## src/rtl/tr_scan_ctrl.sv

```systemverilog
// tr_scan_ctrl: loads TR columns one at a time and streams out the index of
// every set bit, lowest index first, with a valid/ready handshake.
//
// state | meaning
// IDLE  | waiting for start, emit_cnt holds the last session count
// LOAD  | col_ready high, waiting for the next column
// SCAN  | emitting set-bit addresses of the loaded column
// DONE  | one-cycle done pulse, then back to IDLE
module tr_scan_ctrl #(
  parameter int ELEMENT_NUM      = 16,
  parameter int LOG2_ELEMENT_NUM = 4
) (
  input  logic                        clk_i,
  input  logic                        rst_i,
  input  logic                        start_i,
  input  logic                        col_valid_i,
  input  logic [ELEMENT_NUM-1:0]      col_data_i,
  input  logic                        col_last_i,
  output logic                        col_ready_o,
  output logic                        out_valid_o,
  input  logic                        out_ready_i,
  output logic [LOG2_ELEMENT_NUM-1:0] out_addr_o,
  output logic                        out_dup_o,
  output logic                        out_last_o,
  output logic [15:0]                 emit_cnt_o,
  output logic                        busy_o,
  output logic                        done_o
);

  typedef enum logic [1:0] {IDLE, LOAD, SCAN, DONE} state_t;

  state_t                   state_q, state_d;
  logic [ELEMENT_NUM-1:0]   tr_q, tr_d;
  logic                     last_col_q, last_col_d;
  logic                     dup_q, dup_d;
  logic [15:0]              emit_cnt_q, emit_cnt_d;

  logic [ELEMENT_NUM-1:0]      tr_rest;
  logic [LOG2_ELEMENT_NUM-1:0] low_idx;
  logic                        scan_s;
  logic                        col_hs;
  logic                        out_hs;

  // Lowest set bit of TR; scanning downward lets bit 0 win.
  always_comb begin
    low_idx = '0;
    for (int i = ELEMENT_NUM - 1; i >= 0; i--) begin
      if (tr_q[i]) low_idx = LOG2_ELEMENT_NUM'(i);
    end
  end

  // TR with its lowest set bit cleared; zero means the emitted bit was the last.
  assign tr_rest = tr_q & (tr_q - ELEMENT_NUM'(1));

  assign scan_s = (state_q == SCAN);
  assign col_hs = col_valid_i & (state_q == LOAD);
  assign out_hs = scan_s & out_ready_i;

  assign col_ready_o = (state_q == LOAD);
  assign out_valid_o = scan_s;
  assign out_addr_o  = scan_s ? low_idx : '0;
  assign out_dup_o   = scan_s & dup_q;
  assign out_last_o  = scan_s & last_col_q & (tr_q != '0) & (tr_rest == '0);
  assign emit_cnt_o  = emit_cnt_q;
  assign busy_o      = (state_q == LOAD) | scan_s;
  assign done_o      = (state_q == DONE);

  // Next-state and datapath update.
  always_comb begin
    state_d    = state_q;
    tr_d       = tr_q;
    last_col_d = last_col_q;
    dup_d      = dup_q;
    emit_cnt_d = emit_cnt_q;
    case (state_q)
      IDLE: begin
        if (start_i) begin
          state_d    = LOAD;
          emit_cnt_d = '0;
        end
      end
      LOAD: begin
        if (col_hs) begin
          tr_d       = col_data_i;
          last_col_d = col_last_i;
          dup_d      = 1'b0;
          if (col_data_i != '0) state_d = SCAN;
          else if (col_last_i)  state_d = DONE;
        end
      end
      SCAN: begin
        if (out_hs) begin
          tr_d       = tr_rest;
          dup_d      = 1'b1;
          emit_cnt_d = emit_cnt_q + 16'd1;
          if (tr_rest == '0) state_d = last_col_q ? DONE : LOAD;
        end
      end
      DONE: state_d = IDLE;
      default: state_d = IDLE;
    endcase
  end

  // State registers with synchronous reset overriding all inputs.
  always_ff @(posedge clk_i) begin
    if (rst_i) begin
      state_q    <= IDLE;
      tr_q       <= '0;
      last_col_q <= 1'b0;
      dup_q      <= 1'b0;
      emit_cnt_q <= '0;
    end else begin
      state_q    <= state_d;
      tr_q       <= tr_d;
      last_col_q <= last_col_d;
      dup_q      <= dup_d;
      emit_cnt_q <= emit_cnt_d;
    end
  end

endmodule

```

## config.mk

```make
export PLATFORM = sky130hd
export DESIGN_NAME = tr_scan_ctrl
export DESIGN_NICKNAME = d
export VERILOG_FILES = /design/src/rtl/tr_scan_ctrl.sv
export SDC_FILE = /design/constraint.sdc
export NUM_CORES = 1
export LEC_CHECK = 0
export ABC_CLOCK_PERIOD_IN_PS = 5700
export CAP_MARGIN = 20
export CORE_MARGIN = 2
export CORE_UTILIZATION = 54
export DETAILED_ROUTE_END_ITERATION = 8
export PLACE_DENSITY = 0.91
export SLEW_MARGIN = 20
export SYNTH_ARGS = -nofsm -noshare
export SYNTH_HDL_FRONTEND = slang
export SYNTH_SLANG_ARGS = --single-unit
```

## constraint.sdc

```tcl
create_clock -name clk_i -period 5.7 [get_ports clk_i]
set_input_delay 0.855 -clock clk_i [delete_from_list [all_inputs] [get_ports clk_i]]
set_output_delay 0.855 -clock clk_i [all_outputs]
set_load 0.03 [all_outputs]
```

### Word level (Yosys, flattened, before mapping)

Index checks and enable logic that the tools add are counted.

| cells by class | value |
|---|---|
| $add $sub $neg | 2 |
| multiply operators | 0 |
| div/mod/pow operators | 0 |
| $lt $le $gt $ge | 0 |
| equal/unequal tests | 8 |
| shift operators | 0 |
| multiplexer cells | 34 |
| bitwise gates (word level) | 8 |
| reduce and logical (&&, ||, !) cells | 10 |

Operators with widths:

| kind | number |
|---|---|
| 2-to-1 mux 4 bit | 17 |
| 2-to-1 mux 16 bit | 4 |
| case mux 16 bit (2 select lines) | 2 |
| nonzero test 16 bit | 2 |
| adder 16 x 1 -> 16 bit (second input constant) | 1 |
| bitwise AND 16 bit | 1 |
| zero test 16 bit | 1 |
| subtractor 16 x 1 -> 16 bit (second input constant) | 1 |
| 2-to-1 mux 2 bit | 7 |
| case mux 2 bit (4 select lines) | 1 |
| bitwise AND 1 bit | 6 |
| inequality test 2 x 1 -> 1 bit (second input constant) | 3 |
| AND reduction 3 bit | 2 |
| AND reduction 5 bit | 1 |
| equality test 2 bit (second input constant) | 2 |
| nonzero test 2 bit | 2 |
| inequality test 3 x 2 -> 1 bit (second input constant) | 1 |
| equality test 2 x 1 -> 1 bit (second input constant) | 1 |
| zero test 2 bit | 1 |
| 2-to-1 mux 1 bit | 2 |
| inequality test 2 bit (second input constant) | 1 |
| case mux 1 bit (2 select lines) | 1 |
| AND reduction 2 bit | 1 |
| bitwise OR 1 bit | 1 |

| storage, ports and cells | value |
|---|---|
| register bits after elaboration | 36 |
| latch bits | 0 |
| RAM bits | 0 |
| memory bits (read-only) | 0 |
| input bits | 22 |
| output and inout bits | 26 |
| logic and storage cells | 67 |
| memories | 0 |

### Depth between registers and ports, before layout

Gate-level depths: netlist of run 1.

| depth | value |
|---|---|
| word-level depth | 17 |
| gate-level depth with buffers | 10 |
| gate-level depth less buffers | 9 |

### Worst setup path before layout of run 1

No wires, ideal clock.

| timing | value |
|---|---|
| path type | register to output |
| from | reg tr_q[8] |
| to | out out_last_o |
| arrival | 2374 ps |
| required time | 4845 ps |
| slack | 2471 ps |
| stages on the path, launching flop included | 8 |
| buffers on the path | 2 |
| path through | dfxtp_1 buf_6 or4_4 buf_6 nor4b_1 a211oi_1 or4_4 nor2_1 |

| between the ends | value |
|---|---|
| cells in the longest elaborated chain, start to end | 4 |
| elaborated cells between the ends (all ways) | 6 |
| classes of those cells | add/sub (1); bitwise (3); reduce/logical (2) |

RTL lines:

| element | line | RTL |
|---|---|---|
| start, declared | 33 | `logic [ELEMENT_NUM-1:0] tr_q, tr_d;` |
| start signal, assigned | 114 | `tr_q <= tr_d;` |
| subtractor 16 x 1 -> 16 bit | 53 | `assign tr_rest = tr_q & (tr_q - ELEMENT_NUM'(1));` |
| bitwise AND 16 bit | 53 |  |
| zero test 16 bit | 63 | `assign out_last_o = scan_s & last_col_q & (tr_q != '0) & (tr_rest == '0);` |
| bitwise AND 1 bit (*) | 63 |  |
| end, declared | 24 | `output logic out_last_o,` |

Every way passes the cells marked *; elsewhere a longest branch is shown, timed or not.

### Final worst setup path of run 1

| timing | value |
|---|---|
| from | reg tr_q[0] |
| to | out out_last_o |

Same word-level chain as after synthesis.

==> flow_summary.toml, run 1 <==
[drt]
dr.max_layer_used = "met4"
drt_wl_total_um = 5412
wl_met2_um = 2681
drtAntennaViolNets = 0
wl_per_cell_um = 14.71
drc = 0
num_vias = 2179
via_per_inst = 5.921
drt-initial-drc-count = 107
dr.pass1.iters = 5
wl_met3_um = 374
wl_met1_um = 2195

[critical_path]
r2r_cells = 10
worst_ep_arrival_time_ns = 3.20
cp.required_ns = 4.85
worstPathBufferInverterCount = 1
worst_setup_path_end_kind = "primary output"
cp_slowest_stage_delay_ns = 0.70
crit_chain = "or4_1, o41ai_2, o21ai_1, or4_4, nor2_1, clkdlybuf4s50_1"
cp_slowest_cell = "or4_1"
cp_max_fo = 9
rr_endpoint = "tr_q[10]"
rrSetupSlack_ns = 2.71
crit_type = "register to primary output"
r2r-start = "state_q[0]"
critical-path-top-delay-family = "simple AND/OR/NAND/NOR gates"
crit_path_start_kind = "register"

[sta]
fin_crit_ns = 4.055
finalCritPeriodShare_pct = 71.13
timing.fmax_mhz = 246.6
fin_ws_ns = 1.645
grt_setup_unrepaired = "false"
skew_ns = 0.006646
worst_pin_slew_ns = 1.081
final_hold_viol_count = 0
fin_tns_setup_ns = 0
relSlewSlack_pct = 27.70
setup_viol = 0
slew_violations = 0
hold_ws_ns = 0.4926

[placement]
dp_slack_ns = 1.987
port_buffers = 47
gp_congestion = 0.9619
dp_hpwl_um = 4014

[layout]
nets = 345
drive_gt1_share_pct = 5.346
final_cell_mix = "clkdlybuf4s50_1, nor2_1, dfxtp_1, a21oi_1, o21ai_0"
final_common_cell = "clkdlybuf4s50_1"
nFillCells = 339
n_antenna_cell = 0
syn_to_final_growth_pct = 25.38

[grt]
overflow = 0
grt_start_max_net_pins = 24
grt_pass1_wl_um = 8832
grt_pass1_vias = 2001
grtUsageTotal_pct = 25.75
antenna_found_initial = 0

[synth]
synth.distinct_cells = 47
synth.avg_cell_area_um2 = 7.814
syn-cell-area_mm2 = 0.002165
synth_seq_area_share_pct = 33.29
syn_nets = 305
yosysWarningCount = 0
synth_edf_count = 0
async_flop_share_pct = 0
synth-seq-cells = 36
synth_ff_type = "dfxtp_1"
synth_cells = 277

[hold_path]
hp-class = "register to register"
hold-path-endpoint = "dup_q"
hold_depth = 2
min-delay-start = "dup_q"

[pwr]
peakVddDrop_uv = 213.2
p_total_uw = 969.5
power.density_mw_per_mm2 = 357.3
p_leak_uw = 0.0009807

[clock_tree]
post-cts-setup-buffer-count = 0
htreeDepth = 2
worstSkewPairLatency_ns = 0.29
clock_path_buffers = 2
cts.sinks = 36
ctsRootBufferMaster = "clkbuf_8"
cts_buffers = 5
path_clk_slew_ns = 0.07
cts-resized-gates = 0
cts_tree = "yes"
hold_buffers = 0

[die]
die_area_mm2 = 0.004531
floorplan.die.height_um = 67.31
pin_count = 48
die_w_um = 67.31
start_util_pct = 55.31
rows = 23
core_area_mm2 = 0.003914

[outcome]
status = "completed"

[job]
max_cap_violations = 0
==> cell families after synthesis <==
group | Yosys count | synth area share (%)
XOR/XNOR | 11 | 4.451
adder cells (fa/ha/maj) | 8 | 4.393
multiplexers | 4 | 1.850
buffers and inverters | 26 | 5.780
AND/OR/NAND/NOR | 115 | 27.46
flip-flops | 36 | 33.29
AO/OA/AOI/OAI | 77 | 22.77
==> sequential cells by signal (all words and copies together) (netlist names) <==
name	cells
last_col_q	1
tr_q	16
state_q	2
dup_q	1
emit_cnt_o	16
==> cell usage after synthesis, types with 4 or more instances <==
cell type / instances / area share [%]
nor4_1: 5 / 1.4
nand2_1: 15 / 2.6
xor2_1: 8 / 3.2
clkbuf_1: 8 / 1.4
nand4_1: 5 / 1.4
or3_1: 4 / 1.2
buf_2: 4 / 0.92
nand3_1: 8 / 1.8
nor2b_1: 5 / 1.4
ha_1: 6 / 3.5
mux2i_1: 4 / 1.8
nand2b_1: 5 / 1.4
nor2_1: 41 / 7.1
dfxtp_1: 36 / 33
o21ai_0: 18 / 4.2
nor3_1: 8 / 1.8
inv_1: 11 / 1.9
a21oi_1: 25 / 5.8
a22oi_1: 6 / 2.1
a21o_1: 4 / 1.4
==> cell type report <==
cell class,count,area [um^2],area share (%)
Clock buffer,6,82.58,3.043
Inverter,11,41.29,1.521
Clock inverter,2,10.01,0.3688
Tap cell,50,62.56,2.305
Multi-Input combinational cell,215,1319,48.59
Sequential cell,36,720.7,26.56
Timing Repair Buffer,48,478.0,17.61
==> per-layer routing <==
layer,global-route usage (%),up-vias
met5,0,-
met4,12.76,0
met3,9.000,18
met2,44.31,85
met1,28.01,1004
li1,-,1072
==> worst max path at each step <==
stage,to,from,slack [ns],cells past startpoint
finish,out_last_o,tr_q[0],1.65,6
global route,out_last_o,tr_q[0],1.47,6
CTS,out_last_o,tr_q[0],1.65,6
detailed placement,out_last_o,tr_q[0],1.99,6
global placement,out_last_o,tr_q[0],2.07,6
floorplan,out_last_o,tr_q[8],2.47,7
==> metrics by stage <==
| step | cells | util (%) | instance area (um^2) |
|---|---|---|---|
| finish | 368 | 69.34 | 2714 |
| global placement | 360 | 66.98 | 2621 |
| detailed placement | 360 | 66.98 | 2621 |
| global route | 368 | 69.34 | 2714 |
| floorplan | 277 | - | 2165 |
| CTS | 368 | 69.34 | 2714 |
==> where the power goes <==
group          switching [uW]  internal [uW]  leakage (uW)
logic                     269            191      0.000638
registers                44.2            278      0.000291
clock network            90.9           96.3     0.0000510
total                     404            565      0.000981
==> tightest hold or removal path, delay by kind of cell, from the launching register on <==
family / cells / cell delay [ns]
AOI/OAI and AO/OA: 1 / 0.06
DFF: 1 / 0.32
and+or+nand+nor: 1 / 0.08
Power figures use the tool's default switching activity.
==> run 2: changes to the inputs <==
--- a/config.mk
+++ b/config.mk
@@ -5,12 +5,12 @@
 export SDC_FILE = /design/constraint.sdc
 export NUM_CORES = 1
 export LEC_CHECK = 0
-export ABC_CLOCK_PERIOD_IN_PS = 5700
+export ABC_CLOCK_PERIOD_IN_PS = 3400
 export CAP_MARGIN = 20
 export CORE_MARGIN = 2
-export CORE_UTILIZATION = 54
+export CORE_UTILIZATION = 46
 export DETAILED_ROUTE_END_ITERATION = 8
-export PLACE_DENSITY = 0.91
+export PLACE_DENSITY = 0.83
 export SLEW_MARGIN = 20
 export SYNTH_ARGS = -nofsm -noshare
 export SYNTH_HDL_FRONTEND = slang
==> constraint.sdc (replaced) <==
create_clock -name clk_i -period 3.4 [get_ports clk_i]
set_input_delay 0.51 -clock clk_i [delete_from_list [all_inputs] [get_ports clk_i]]
set_output_delay 0.51 -clock clk_i [all_outputs]
set_load 0.03 [all_outputs]
==> run 2 against run 1 <==
Compared with the run above:
- register-to-register slack got worse by 1.8 ns
- sequential share of layout area decreased by 0.80 points
- non-clock buffer count increased by 11
- total power increased by 75%
- critical path depth unchanged
- first-iteration DRC count decreased by 10%
- utilization decreased by 6.4 points
- sequential cell count unchanged
- clock power increased by 71%
- highest routed layer unchanged
- combinational power increased by 87%
- via count increased by 0.92%
==> flow_summary.toml, run 2 (synthesized netlist as in run 1, its figures left out) <==
[pwr]
peakVddDrop_uv = 367.2
p_leak_uw = 0.001035
power.density_mw_per_mm2 = 608.1

[die]
core_area_mm2 = 0.004444
die_w_um = 72.60
start_util_pct = 48.70
pin_count = 48
floorplan.die.height_um = 72.60
die_area_mm2 = 0.005270
rows = 24

[drt]
dr.pass1.iters = 4
wl_per_cell_um = 14.62
num_vias = 2199
drt-initial-drc-count = 96
drt_wl_total_um = 5571
drc = 0
via_per_inst = 5.772
drtAntennaViolNets = 0

[grt]
grtUsageMet2_pct = 37.58
antenna_found_initial = 0
grt_use_met1_pct = 28.00
grt_start_max_net_pins = 26
grt_busiest_layer = "met2"
grtUsageTotal_pct = 22.27
grt_pass1_vias = 2051
use_met3_pct = 5.525
grt_pass1_wl_um = 9273
overflow = 0

[hold_path]
hp-class = "register to register"

[critical_path]
crit_chain = "or4_1, nor4b_1, a211oi_1, or4_4, nor2_1, clkbuf_2"
cp_slowest_cell = "or4_1"
cp.required_ns = 2.89
crit_type = "register to primary output"
worst_setup_path_end_kind = "primary output"
worstPathBufferInverterCount = 1
cp_max_fo = 8
crit_path_start_kind = "register"
critical-path-top-delay-family = "simple AND/OR/NAND/NOR gates"
worst_ep_arrival_time_ns = 2.61
cp_slowest_stage_delay_ns = 0.69

[layout]
drive_gt1_share_pct = 8.511
n_antenna_cell = 0
syn_to_final_growth_pct = 29.25
nFillCells = 402
final_common_cell = "clkdlybuf4s50_1"
nets = 356
final_cell_mix = "clkdlybuf4s50_1, nor2_1, dfxtp_1, a21oi_1, o21ai_0"
fin_area_mm2 = 0.002798

[sta]
finalCritPeriodShare_pct = 91.89
skew_ns = 0.004971
final_hold_viol_count = 0
worst_pin_slew_ns = 0.3895
grt_setup_unrepaired = "false"
fin_tns_setup_ns = 0
setup_viol = 0
fin_crit_ns = 3.124
relSlewSlack_pct = 73.36
slew_violations = 0
timing.fmax_mhz = 320.1
hold_ws_ns = 0.4851

[placement]
dpl_cell_area_mm2 = 0.002706
port_buffers = 47
dp_hpwl_um = 4009
gp_congestion = 0.9301

[clock_tree]
cts_tree = "yes"
htreeDepth = 2
cts.sinks = 36
worstSkewPairLatency_ns = 0.29
post-cts-setup-buffer-count = 0
clock_path_buffers = 2
cts_buffers = 5
ctsRootBufferMaster = "clkbuf_8"
hold_buffers = 0
path_clk_slew_ns = 0.07

[outcome]
status = "completed"

[job]
max_cap_violations = 0
==> run 2: cell type report <==
| type | instances | area, um^2 | area share (%) |
|---|---|---|---|
| clock buffers | 8 | 90.09 | 3.220 |
| inverters | 11 | 41.29 | 1.476 |
| multi-input cells | 215 | 1325 | 47.36 |
| flip-flops and latches | 36 | 720.7 | 25.76 |
| well taps | 52 | 65.06 | 2.326 |
| repair buffers | 59 | 555.5 | 19.86 |
==> run 2: path summary, 6_finish.rpt <==
| kind | from | to | slack (ns) | cells after the start |
|---|---|---|---|---|
| hold / removal | last_col_q | last_col_q | 0.49 | 2 |
| setup reg to reg | tr_q[0] | state_q[1] | 0.87 | 7 |
| setup / recovery | tr_q[0] | out_last_o | 0.28 | 6 |
| hold reg to reg | last_col_q | last_col_q | 0.49 | 2 |
==> run 2: worst min-delay path, stage by stage (launching register included) <==
cell     delay, ns
dfxtp_1       0.33
nand2_1       0.06
a21oi_1       0.05
==> run 2: metal layers <==
metal	vias to the layer above	part of all wire, %
met1	1011	44
met2	80	49
li1	1100	-
met5	-	0
met3	8	5.7
met4	0	1.5
==> run 2: where the power goes <==
part | switching (uW) | internal (uW) | leakage (uW) | total [uW]
combinational | 490 | 371 | 0.000698 | 861
sequential | 55.2 | 466 | 0.000291 | 521
clock | 154 | 165 | 0.0000455 | 319
total | 699 | 1000 | 0.00103 | 1700
==> run 2: what timing repair did <==
action / 4_1_cts / 5_1_grt
pin swaps: 0 / 0
resized for setup: 1 / 3
setup endpoints to repair: 1 / 1
==> run 2: metrics by stage <==
stage | util, % | total power [uW] | setup slack (ns) | cells
6_report | 62.95 | 1701 | 0.2758 | 381
5_1_grt | 62.95 | 1824 | 0.08166 | 381
4_1_cts | 62.89 | 1687 | 0.04176 | 381
3_5_place_dp | 60.90 | 1365 | 0.09694 | 373
3_3_place_gp | 60.90 | 1354 | 0.1805 | 373
2_1_floorplan | - | 1134 | 0.5161 | 277
